--- src/rtl/mem_arb_pkg.sv ---
// ---------------------------------------------------------------------------
// mem_arb_pkg
// Shared definitions for the memory port arbiter: arbiter state encoding,
// memory owner encoding (also used by bench probes) and a helper that sizes
// saturating counters from their maximum value.
// ---------------------------------------------------------------------------
package mem_arb_pkg;

   typedef enum logic {
      ARB_CPU  = 1'b0,
      ARB_HOST = 1'b1
   } arb_state_t;

   typedef enum logic [1:0] {
      OWN_NONE = 2'd0,
      OWN_CPU  = 2'd1,
      OWN_HOST = 2'd2
   } owner_t;

   // Bits needed to hold values 0..max_val inclusive.
   function automatic int cnt_bits(input int max_val);
      return (max_val < 2) ? 1 : $clog2(max_val + 1);
   endfunction

endpackage

--- src/rtl/mem_arb_sat_counter.sv ---
// ---------------------------------------------------------------------------
// sat_counter
// Up-counter that stops at MAX. Clear has priority over enable.
// Ports:
//   clock  in   rising-edge clock
//   reset  in   synchronous, active-high; zeroes the count
//   enable in   count up by one this cycle (ignored at MAX)
//   clear  in   zero the count this cycle
//   count  out  current value
// ---------------------------------------------------------------------------
module sat_counter #(
   parameter int           W   = 4,
   parameter logic [W-1:0] MAX = '1
) (
   input  logic         clock,
   input  logic         reset,
   input  logic         enable,
   input  logic         clear,
   output logic [W-1:0] count
);

   always_ff @(posedge clock) begin
      if (reset || clear) begin
         count <= '0;
      end else if (enable && (count != MAX)) begin
         count <= count + 1'b1;
      end
   end

endmodule

--- src/rtl/memory_port_arbiter.sv ---
// ---------------------------------------------------------------------------
// memory_port_arbiter
// Shares one single-ported memory between the multicycle CPU and a host/loader
// port. The CPU normally wins; a waiting host gets one forced slot after
// HOST_WAIT_MAX denied cycles, and a locked host burst yields one slot to a
// requesting CPU after HOST_BURST consecutive grants.
// Ports:
//   clock, reset                     clock and synchronous active-high reset
//   cpu_req/we/addr/wdata            CPU access request (held while stalled)
//   cpu_rdata                        memory read data, valid cycle after grant
//   cpu_stall                        CPU must hold its access (combinational)
//   host_req/we/lock/addr/wdata      host access request, held until host_ack
//   host_rdata                       host read data, valid while host_ack=1
//   host_ack                         one-cycle pulse the cycle after a host grant
//   mem_addr/wdata/we, mem_rdata     memory interface (sync read, 1-cycle)
//   stall_count                      saturating count of stalled CPU cycles
// ---------------------------------------------------------------------------
module memory_port_arbiter
   import mem_arb_pkg::*;
#(
   parameter int DATA_W        = 16,
   parameter int ADDR_W        = 16,
   parameter int HOST_BURST    = 4,
   parameter int HOST_WAIT_MAX = 8,
   parameter int CNT_W         = 16
) (
   input  logic              clock,
   input  logic              reset,
   input  logic              cpu_req,
   input  logic              cpu_we,
   input  logic [ADDR_W-1:0] cpu_addr,
   input  logic [DATA_W-1:0] cpu_wdata,
   output logic [DATA_W-1:0] cpu_rdata,
   output logic              cpu_stall,
   input  logic              host_req,
   input  logic              host_we,
   input  logic              host_lock,
   input  logic [ADDR_W-1:0] host_addr,
   input  logic [DATA_W-1:0] host_wdata,
   output logic [DATA_W-1:0] host_rdata,
   output logic              host_ack,
   output logic [ADDR_W-1:0] mem_addr,
   output logic [DATA_W-1:0] mem_wdata,
   output logic              mem_we,
   input  logic [DATA_W-1:0] mem_rdata,
   output logic [CNT_W-1:0]  stall_count
);

   localparam int WAIT_W  = cnt_bits(HOST_WAIT_MAX);
   localparam int BURST_W = cnt_bits(HOST_BURST);
   localparam logic [WAIT_W-1:0]  WAIT_LIMIT  = WAIT_W'(HOST_WAIT_MAX);
   localparam logic [BURST_W-1:0] BURST_LIMIT = BURST_W'(HOST_BURST);

   arb_state_t          state;
   arb_state_t          state_next;
   owner_t              owner;
   logic                grant_host;
   logic                grant_cpu;
   logic [WAIT_W-1:0]   wait_cnt;
   logic [BURST_W-1:0]  burst_cnt;
   logic                burst_step;
   logic [DATA_W-1:0]   rdata_hold;

   // State register
   always_ff @(posedge clock) begin
      if (reset) begin
         state <= ARB_CPU;
      end else begin
         state <= state_next;
      end
   end

   // Next-state logic
   always_comb begin
      state_next = state;
      case (state)
         ARB_CPU:  if (grant_host && host_lock) state_next = ARB_HOST;
         ARB_HOST: if (!grant_host)             state_next = ARB_CPU;
         default:                               state_next = ARB_CPU;
      endcase
   end

   // Grant decision and memory mux. Reset suppresses every grant so nothing
   // can write memory while the system is being reset.
   always_comb begin
      grant_host = 1'b0;
      grant_cpu  = 1'b0;
      if (!reset) begin
         case (state)
            ARB_CPU: begin
               if (host_req && (!cpu_req || (wait_cnt == WAIT_LIMIT))) begin
                  grant_host = 1'b1;
               end else if (cpu_req) begin
                  grant_cpu = 1'b1;
               end
            end
            ARB_HOST: begin
               if (host_req && host_lock && ((burst_cnt < BURST_LIMIT) || !cpu_req)) begin
                  grant_host = 1'b1;
               end else if (cpu_req) begin
                  grant_cpu = 1'b1;
               end
            end
            default: begin
               grant_host = 1'b0;
               grant_cpu  = 1'b0;
            end
         endcase
      end

      owner = grant_host ? OWN_HOST : (grant_cpu ? OWN_CPU : OWN_NONE);

      // Idle memory keeps the CPU address so the array sees a stable fetch address.
      mem_addr  = cpu_addr;
      mem_wdata = cpu_wdata;
      mem_we    = 1'b0;
      case (owner)
         OWN_HOST: begin
            mem_addr  = host_addr;
            mem_wdata = host_wdata;
            mem_we    = host_we;
         end
         OWN_CPU:  mem_we = cpu_we;
         default:  mem_we = 1'b0;
      endcase

      cpu_stall = cpu_req && !grant_cpu && !reset;
   end

   // A burst step is any locked host grant; anything else ends the burst.
   assign burst_step = grant_host && host_lock;

   sat_counter #(.W(WAIT_W), .MAX(WAIT_LIMIT)) u_wait_cnt (
      .clock  (clock),
      .reset  (reset),
      .enable (host_req && !grant_host),
      .clear  (grant_host),
      .count  (wait_cnt)
   );

   sat_counter #(.W(BURST_W), .MAX(BURST_LIMIT)) u_burst_cnt (
      .clock  (clock),
      .reset  (reset),
      .enable (burst_step),
      .clear  (!burst_step),
      .count  (burst_cnt)
   );

   sat_counter #(.W(CNT_W), .MAX({CNT_W{1'b1}})) u_stall_cnt (
      .clock  (clock),
      .reset  (reset),
      .enable (cpu_stall),
      .clear  (1'b0),
      .count  (stall_count)
   );

   // Host response: ack follows the grant by one cycle, matching the memory's
   // read latency. The read word is passed straight through during the ack
   // cycle and held afterwards.
   always_ff @(posedge clock) begin
      if (reset) begin
         host_ack   <= 1'b0;
         rdata_hold <= '0;
      end else begin
         host_ack <= grant_host;
         if (host_ack) begin
            rdata_hold <= mem_rdata;
         end
      end
   end

   assign host_rdata = host_ack ? mem_rdata : rdata_hold;
   assign cpu_rdata  = mem_rdata;

endmodule

--- config.mk ---
export PLATFORM = sky130hd
export DESIGN_NAME = memory_port_arbiter
export DESIGN_NICKNAME = d
export VERILOG_FILES = /design/src/rtl/mem_arb_pkg.sv /design/src/rtl/mem_arb_sat_counter.sv /design/src/rtl/memory_port_arbiter.sv
export SDC_FILE = /design/constraint.sdc
export NUM_CORES = 1
export LEC_CHECK = 0
export ABC_CLOCK_PERIOD_IN_PS = 4600
export CORE_MARGIN = 5
export CORE_UTILIZATION = 39
export DETAILED_ROUTE_END_ITERATION = 8
export PLACE_DENSITY = 0.95
export SLEW_MARGIN = 25
export SYNTH_ARGS = -nofsm -noshare
export SYNTH_HDL_FRONTEND = slang
export SYNTH_SLANG_ARGS = --single-unit
--- constraint.sdc ---
create_clock -name clock -period 4.6 [get_ports clock]
set_clock_uncertainty 0.1 [all_clocks]
set_input_delay 0.92 -clock clock [delete_from_list [all_inputs] [get_ports clock]]
set_output_delay 0.92 -clock clock [all_outputs]
set_load 0.03 [all_outputs]
### Word-level counts from Yosys, hierarchy flattened

Cells that the tools add are included.

| word-level totals | value |
|---|---|
| bits in writable memories | 0 |
| latch bits | 0 |
| memory bits (read-only) | 0 |
| register bits | 41 |
| memories | 0 |

| operators by class | value |
|---|---|
| multipliers | 0 |
| add/sub/neg operators | 3 |
| bitwise logic cells | 1 |
| shift operators | 0 |
| eq/ne operators | 6 |
| divide/modulo/power cells | 0 |
| reduce and logical (&&, ||, !) cells | 19 |
| muxes and demuxes | 18 |
| order comparisons | 1 |

Operators by type and width:

| kind | count |
|---|---|
| two-way mux 16 bit | 3 |
| adder 16 x 1 -> 16 bit (second input constant) | 1 |
| != test 16 bit (second input constant) | 1 |
| logical AND 1 bit | 10 |
| two-way mux 1 bit | 10 |
| case mux 1 bit (2 select lines) | 4 |
| zero test 1 bit | 5 |
| adder 4 x 1 -> 4 bit (second input constant) | 1 |
| == test 4 bit (second input constant) | 1 |
| logical OR 1 bit | 4 |
| != test 4 bit (second input constant) | 1 |
| adder 3 x 1 -> 3 bit (second input constant) | 1 |
| less-than comparator 3 bit (second input constant) | 1 |
| != test 3 bit (second input constant) | 1 |
| == test 2 x 1 -> 1 bit (second input constant) | 1 |
| == test 2 bit (second input constant) | 1 |
| two-way mux 2 bit | 1 |
| NOT 1 bit | 1 |

### Longest topological paths before layout

Gate-level depths: netlist (run 1).

| logic depth | value |
|---|---|
| depth after elaboration | 10 |
| depth in mapped cells | 9 |
| gate-level depth less buffers | 7 |

### Cells and area by module

From an unflattened synthesis (run 1), not the netlist that was laid out.

| second synthesis, totals | value |
|---|---|
| cells, all modules | 259 |
| area, all modules | 2,562.5 µm² |

By module, submodules not included:

| module | area an instance (µm²) | cells an instance | times used | sequential area each (µm²) |
|---|---|---|---|---|
| memory_port_arbiter | 1,302.5 | 122 | 1 | 360.3 |
| sat_counter (u_stall_cnt) | 847.1 | 95 | 1 | 320.3 |
| sat_counter (u_wait_cnt) | 224.0 | 25 | 1 | 80.1 |
| sat_counter (u_burst_cnt) | 188.9 | 17 | 1 | 60.1 |

### Worst setup path after synthesis (run 1)

OpenSTA, ideal clock, no wires.

| timing | value |
|---|---|
| path kind | input port to output port |
| from | input port host_lock |
| to | output port mem_addr[0] |
| buffers on the path | 1 |
| stages | 4 |
| arrival | 2,262 ps |
| required time | 3,580 ps |
| setup slack | 1,318 ps |
| path through | a21bo_2 -> a221oi_4 -> buf_2 -> mux2_2 |

| between the ends | value |
|---|---|
| cells in the longest elaborated chain, start to end | 9 |
| elaborated cells on any way between the ends | 12 |
| classes of those cells | eq/ne (1); mux (9); reduce/logical (2) |

RTL lines:

| what | RTL line | text |
|---|---|---|
| start: declaration | memory_port_arbiter.sv:37 | `input logic host_lock,` |
| logical AND 1 bit * (2 in series) | memory_port_arbiter.sv:98 | `if (host_req && host_lock && ((burst_cnt < BURST_LIMIT) \|\| !cpu_req)) begin` |
| two-way mux 1 bit | memory_port_arbiter.sv:98 |  |
| case mux 1 bit (2 select lines) | memory_port_arbiter.sv:89 | `case (state)` |
| two-way mux 1 bit | memory_port_arbiter.sv:88 | `if (!reset) begin` |
| two-way mux 1 bit | memory_port_arbiter.sv:111 | `owner = grant_host ? OWN_HOST : (grant_cpu ? OWN_CPU : OWN_NONE);` |
| two-way mux 2 bit * | memory_port_arbiter.sv:111 |  |
| == test 2 bit * | memory_port_arbiter.sv:117 | `case (owner)` |
| two-way mux 16 bit * | memory_port_arbiter.sv:117 |  |
| end: declaration | memory_port_arbiter.sv:42 | `output logic [ADDR_W-1:0] mem_addr,` |

Every way passes the cells marked *; elsewhere a longest branch is shown, timed or not.

### Worst setup path in the final report (run 1)

| timing | value |
|---|---|
| from | input port host_lock |
| to | output port mem_wdata[11] |

| between the ends | value |
|---|---|
| cells in the longest elaborated chain, start to end | 9 |
| elaborated cells on any way between the ends | 12 |
| classes of those cells | eq/ne (1); mux (9); reduce/logical (2) |

RTL lines:

| what | RTL line | text |
|---|---|---|
| logical AND 1 bit * (2 in series) | memory_port_arbiter.sv:98 |  |
| two-way mux 1 bit | memory_port_arbiter.sv:98 |  |
| case mux 1 bit (2 select lines) | memory_port_arbiter.sv:89 |  |
| two-way mux 1 bit | memory_port_arbiter.sv:88 |  |
| two-way mux 1 bit | memory_port_arbiter.sv:111 |  |
| two-way mux 2 bit * | memory_port_arbiter.sv:111 |  |
| == test 2 bit * | memory_port_arbiter.sv:117 |  |
| two-way mux 16 bit * | memory_port_arbiter.sv:117 |  |
| end: declaration | memory_port_arbiter.sv:43 | `output logic [DATA_W-1:0] mem_wdata,` |

Marks and branches as above.

==> results.sh, run 1 <==
export IMPL_status="finished clean"
export IMPL_yosys_warnings=0
export IMPL_synth_seq_cells=41
export IMPL_syn_avg_cell_area_um2=9.78
export IMPL_dp_hpwl_um=6800
export IMPL_synth_cell_types=49
export IMPL_drt_iter0_markers=57
export IMPL_post_place_ws_ps=288
export IMPL_cts_tree="done"
export IMPL_synth_most_common_cell="mux2_2"
export IMPL_antenna_found_initial=0
export IMPL_diodes=0
export IMPL_fmax_mhz=231
export IMPL_finalCriticalPeriod_ps=4320
export IMPL_die_area_um2=8230
export IMPL_dr_pass1_iters=5
export IMPL_arrival_ps=3300
export IMPL_insertion_delay_ps=290
export IMPL_drt_wl_total_um=8040
export IMPL_setup_viol=0
export IMPL_path_max_fanout=19
export IMPL_post_route_drc_count=0
export IMPL_r2r_setup_slack_ps=2360
export IMPL_postCtsSetupBuffers=0
export IMPL_rsz0062_at_grt="no"
export IMPL_syn_nets=352
export IMPL_rr_endpoint="u_stall_cnt.count[5]$_SDFFE_PP0P_"
export IMPL_postCtsResizedCells=0
export IMPL_final_nets=503
export IMPL_antenna_left=0
export IMPL_netlist_instances=260
export IMPL_grt_pass1_vias=2657
export IMPL_cpPeakStageDelay_ps=620
export IMPL_drive_gt1_share_pct=19.9
export IMPL_clkSlewWorstSetupHoldPaths_ps=70
export IMPL_critPathKind="in2out"
export IMPL_synth_area_leaders="dfxtp_1 32%, mux2_2 23%, buf_4 5.0%"
export IMPL_wl_per_cell_um=16.4
export IMPL_startpoint_type="input port"
export IMPL_syn_cell_area_um2=2540
export IMPL_clock_sinks=41
export IMPL_synth_edf_count=0
export IMPL_holdCritStartpoint="u_burst_cnt.count[1]$_SDFFE_PP0P_"
export IMPL_synthTopCellsByCount="52 x mux2_2, 41 x dfxtp_1, 17 x buf_4, 16 x and2_1, 12 x nand2_1"
export IMPL_hp_class="reg2reg"
export IMPL_via_per_inst=5.24
export IMPL_ir_drop_mv=0.255
export IMPL_vias=2560
export IMPL_die_x_um=90.7
export IMPL_htreeDepth=2
export IMPL_maxCapViolCount=0
export IMPL_cts_buffer_depth=2
export IMPL_setup_tns_ps=0
export IMPL_fin_crit_sh_pct=94.0
export IMPL_crit_top_cell="clkdlybuf4s50_1"
export IMPL_nFillCells=460
export IMPL_die_h_um=90.7
export IMPL_gp_congestion=0.812
export IMPL_ctsHoldBuffers=0
export IMPL_crit_required_ps=3580
export IMPL_ys_async_sr_fraction_pct=0
export IMPL_setup_worst_path_end_class="output port"
export IMPL_hold_ws_ps=399
export IMPL_critPathSlowestCell="clkdlybuf4s50_1"
export IMPL_p_leak_nw=1.58
export IMPL_finalHoldViolations=0
export IMPL_grt_max_degree=24
export IMPL_grt_pass1_wl_um=12900
export IMPL_row_count=29
export IMPL_setup_ws_ps=276
export IMPL_clockRootBuffer="clkbuf_8"
export IMPL_synth_top_area_share_pct=32.3
export IMPL_area_delta_synth_final_pct=68.0
export IMPL_overflow=0
export IMPL_tightest_slew_ps=765
export IMPL_slew_headroom_pct=48.6
export IMPL_synth_main_ff_cell="dfxtp_1"
export IMPL_maxSlewViolCount=0
export IMPL_path_cells="clkdlybuf4s50_1 -> a21bo_2 -> a221oi_4 -> buf_4 -> mux2_2 -> clkdlybuf4s50_1"
export IMPL_port_buffers=169
export IMPL_reg2reg_depth=5
export IMPL_hold_end="u_burst_cnt.count[1]$_SDFFE_PP0P_"
export IMPL_ioPinCount=170
export IMPL_yosysTopAreaCell="dfxtp_1"
export IMPL_yosysSeqAreaShare_pct=32.3
export IMPL_power_per_cell_area_nw_per_um2=226
export IMPL_numCtsBuffers=5
export IMPL_min_path_cells=2
export IMPL_initial_utilization_pct=40.0
export IMPL_r2r_start="u_stall_cnt.count[0]$_SDFFE_PP0P_"
export IMPL_grt_util_all_layers_pct=18.9
export IMPL_core_area_um2=6350
## layout by cell type (no fill, tap or decap), drive strengths merged, types with 2 or more instances in the layout
cell and instances:
or4 6, nand3b 4, or3 4, nand4 6, buf 12, xnor2 2, clkbuf 6, o21ai 4
and2 16, ha 5, o311ai 4, o21a 2, o31ai 4, a221oi 2, nor2 9, nand3 6
nand2b 2, a21o 2, nor4 5, clkdlybuf4s50 161, mux2 52, dfxtp 41, a21oi 9, inv 11
nand2 12, nor2b 5, o41ai 4
## worst max-delay path, delay by kind of cell
family / cells / cell delay, ps
buf+inv: 3 / 1460
compound gates: 2 / 560
mux: 1 / 360
## where the power goes
part | internal, mW | switching [mW]
logic | 0.164 | 0.138
registers | 0.362 | 0.00532
clock network | 0.176 | 0.122
## cell type report
cell class              instances  area (um2)  share of cell area (%)
flip-flops and latches         41         821                    19.2
clock buffers                   6        82.6                    1.93
well taps                      77        96.3                    2.26
clock inverters                 2        37.5                   0.879
inverters                      11        41.3                   0.967
multi-input cells             179        1470                    34.3
repair buffers                173        1730                    40.4
## through the flow
step | std cells | total power, mW | cell area [um2] | util, %
6_report | 489 | 0.967 | 4270 | 67.3
4_1_cts | 489 | 0.981 | 4270 | 67.3
2_1_floorplan | 260 | 0.527 | 2540 | -
5_1_grt | 489 | 1.01 | 4270 | 67.3
3_3_place_gp | 481 | 0.674 | 4150 | 65.4
3_5_place_dp | 481 | 0.679 | 4150 | 65.4
## sequential cells by signal, summed over array words and instances, names as in the netlist
signal	cells
host_ack	1
rdata_hold	16
state	1
u_burst_cnt.count	3
u_stall_cnt.count	16
u_wait_cnt.count	4
## kinds of logic after synthesis
family / count (synthesis) / share of synthesized area (%)
AO/OA/AOI/OAI: 37 / 11.3
adder cells (fa/ha/maj): 5 / 2.46
flip-flops: 41 / 32.3
multiplexers: 52 / 23.0
buffers and inverters: 40 / 10.1
AND/OR/NAND/NOR: 82 / 19.8
XOR/XNOR: 3 / 1.03
## per-layer routing
layer | up-vias | global-route usage [%] | wire, um
met3 | 16 | 8.42 | 940
met5 | - | 0 | 0
met1 | 1165 | 17.5 | 2770
met4 | 0 | 5.33 | 158
met2 | 141 | 36.4 | 4170
li1 | 1238 | - | -
## worst max-delay path by stage
stage                   start            end  cells past startpoint
global route        host_lock  mem_wdata[11]                      6
detailed placement  host_lock  mem_wdata[11]                      6
floorplan           host_lock    mem_addr[0]                      4
finish              host_lock  mem_wdata[11]                      6
CTS                 host_lock  mem_wdata[11]                      6
global placement    host_lock  mem_wdata[11]                      6
Power figures use the tool's default switching activity.
==> inputs of run 2 (changes only) <==
Settings changed: CAP_MARGIN from default to 10.
==> results of run 2 <==
The final DEF is identical to that of run 1; final timing and power are the same.
==> inputs of run 3 (changes only) <==
Settings changed: CORE_MARGIN 5 to 3, RECOVER_POWER from default to 25.
==> results.sh, run 3 (synthesized netlist as in run 1, its figures left out) <==
export IMPL_nFillCells=452
export IMPL_ctsHoldBuffers=0
export IMPL_post_place_ws_ps=252
export IMPL_finalHoldViolations=0
export IMPL_diodes=0
export IMPL_gr_usage_met1_pct=19.9
export IMPL_final_nets=504
export IMPL_grt_util_all_layers_pct=20.9
export IMPL_met2_usage_pct=40.2
export IMPL_setup_ws_ps=157
export IMPL_final_area_um2=4250
export IMPL_tightest_slew_ps=876
export IMPL_setup_tns_ps=0
export IMPL_slew_headroom_pct=41.6
export IMPL_final_common_cell="clkdlybuf4s50_1"
export IMPL_core_area_um2=6130
export IMPL_cts_tree="done"
export IMPL_power_per_cell_area_nw_per_um2=209
export IMPL_drt_wl_total_um=7890
export IMPL_gp_congestion=0.830
export IMPL_ir_drop_mv=0.134
export IMPL_maxCapViolCount=0
export IMPL_p_leak_nw=1.60
export IMPL_vias=2579
export IMPL_via_per_inst=5.31
export IMPL_htreeDepth=2
export IMPL_met3_usage_pct=8.37
export IMPL_postCtsSetupBuffers=0
export IMPL_finalCriticalPeriod_ps=4440
export IMPL_setup_worst_path_end_class="output port"
export IMPL_final_cell_mix="152 x clkdlybuf4s50_1, 52 x mux2_2, 41 x dfxtp_1, 12 x nand2_1, 11 x inv_1"
export IMPL_drive_gt1_share_pct=19.0
export IMPL_clock_sinks=41
export IMPL_fmax_mhz=225
export IMPL_antenna_found_initial=0
export IMPL_numCtsBuffers=5
export IMPL_die_h_um=86.7
export IMPL_area_delta_synth_final_pct=67.3
export IMPL_port_buffers=169
export IMPL_antenna_left=0
export IMPL_setup_viol=0
export IMPL_dp_hpwl_um=6580
export IMPL_grt_pass1_wl_um=12400
export IMPL_die_area_um2=7520
export IMPL_wl_per_cell_um=16.2
export IMPL_overflow=0
export IMPL_dr_pass1_iters=4
export IMPL_clockRootBuffer="clkbuf_8"
export IMPL_hp_class="reg2reg"
export IMPL_cts_buffer_depth=2
export IMPL_post_route_drc_count=0
export IMPL_status="finished clean"
export IMPL_startpoint_type="input port"
export IMPL_postCtsResizedCells=0
export IMPL_clkSlewWorstSetupHoldPaths_ps=80
export IMPL_gr_max_usage_layer="met2"
export IMPL_place_area_um2=4180
export IMPL_grt_pass1_vias=2600
export IMPL_row_count=28
export IMPL_arrival_ps=3420
export IMPL_reg_top3="rdata_hold x16, u_stall_cnt.count x16, u_wait_cnt.count x4"
export IMPL_path_max_fanout=19
export IMPL_drt_iter0_markers=79
export IMPL_crit_required_ps=3580
export IMPL_die_x_um=86.7
export IMPL_grt_max_degree=23
export IMPL_rsz0062_at_grt="no"
export IMPL_fin_crit_sh_pct=96.6
export IMPL_maxSlewViolCount=0
export IMPL_initial_utilization_pct=41.5
export IMPL_critPathKind="in2out"
export IMPL_insertion_delay_ps=290
export IMPL_ioPinCount=170
[run 3: worst paths after layout]
| path | from | end | slack [ps] | cells past startpoint |
|---|---|---|---|---|
| worst max register to register | u_stall_cnt.count[0]$_SDFFE_PP0P_ | u_stall_cnt.count[5]$_SDFFE_PP0P_ | 2360 | 5 |
| worst min-delay path | u_burst_cnt.count[1]$_SDFFE_PP0P_ | u_burst_cnt.count[1]$_SDFFE_PP0P_ | 400 | 2 |
| worst max-delay path | host_lock | mem_addr[10] | 160 | 6 |
| worst min register to register | u_burst_cnt.count[1]$_SDFFE_PP0P_ | u_burst_cnt.count[1]$_SDFFE_PP0P_ | 400 | 2 |
[run 3: layout make-up]
cell class	count	area (um2)	share of cell area [%]
Timing Repair Buffer	174	1760	41.3
Multi-Input combinational cell	179	1470	34.5
Sequential cell	41	821	19.3
Tap cell	75	93.8	2.21
Clock buffer	5	68.8	1.62
Inverter	11	41.3	0.971
Clock inverter	1	5.00	0.118
[run 3: routing by layer]
layer / routed length, um / vias up / part of all wire, %
met5: 0 / - / 0
met3: 826 / 20 / 10
met2: 4130 / 141 / 52
met4: 199 / 0 / 2.5
li1: - / 1231 / -
met1: 2730 / 1187 / 35
[run 3: power by group]
part	switching, mW	internal (mW)	total (mW)
Combinational	0.139	0.166	0.305
Sequential	0.00540	0.362	0.367
Clock	0.117	0.0999	0.216
[run 3: per-stage QoR]
step	hold WS, ps	utilization [%]	power (mW)	instances
after global routing	441	69.4	0.926	486
after CTS	397	69.4	0.898	486
after global placement	370	68.2	0.677	480
final	396	69.4	0.889	486
after floorplan	360	-	0.527	260
after detailed placement	388	68.2	0.683	480
[run 3: worst max-delay path, stage by stage]
cell             delay (ps)
dlygate4sd3_1           580
a21bo_1                 260
a221oi_4                350
buf_4                   320
mux2_2                  380
clkdlybuf4s50_1         620
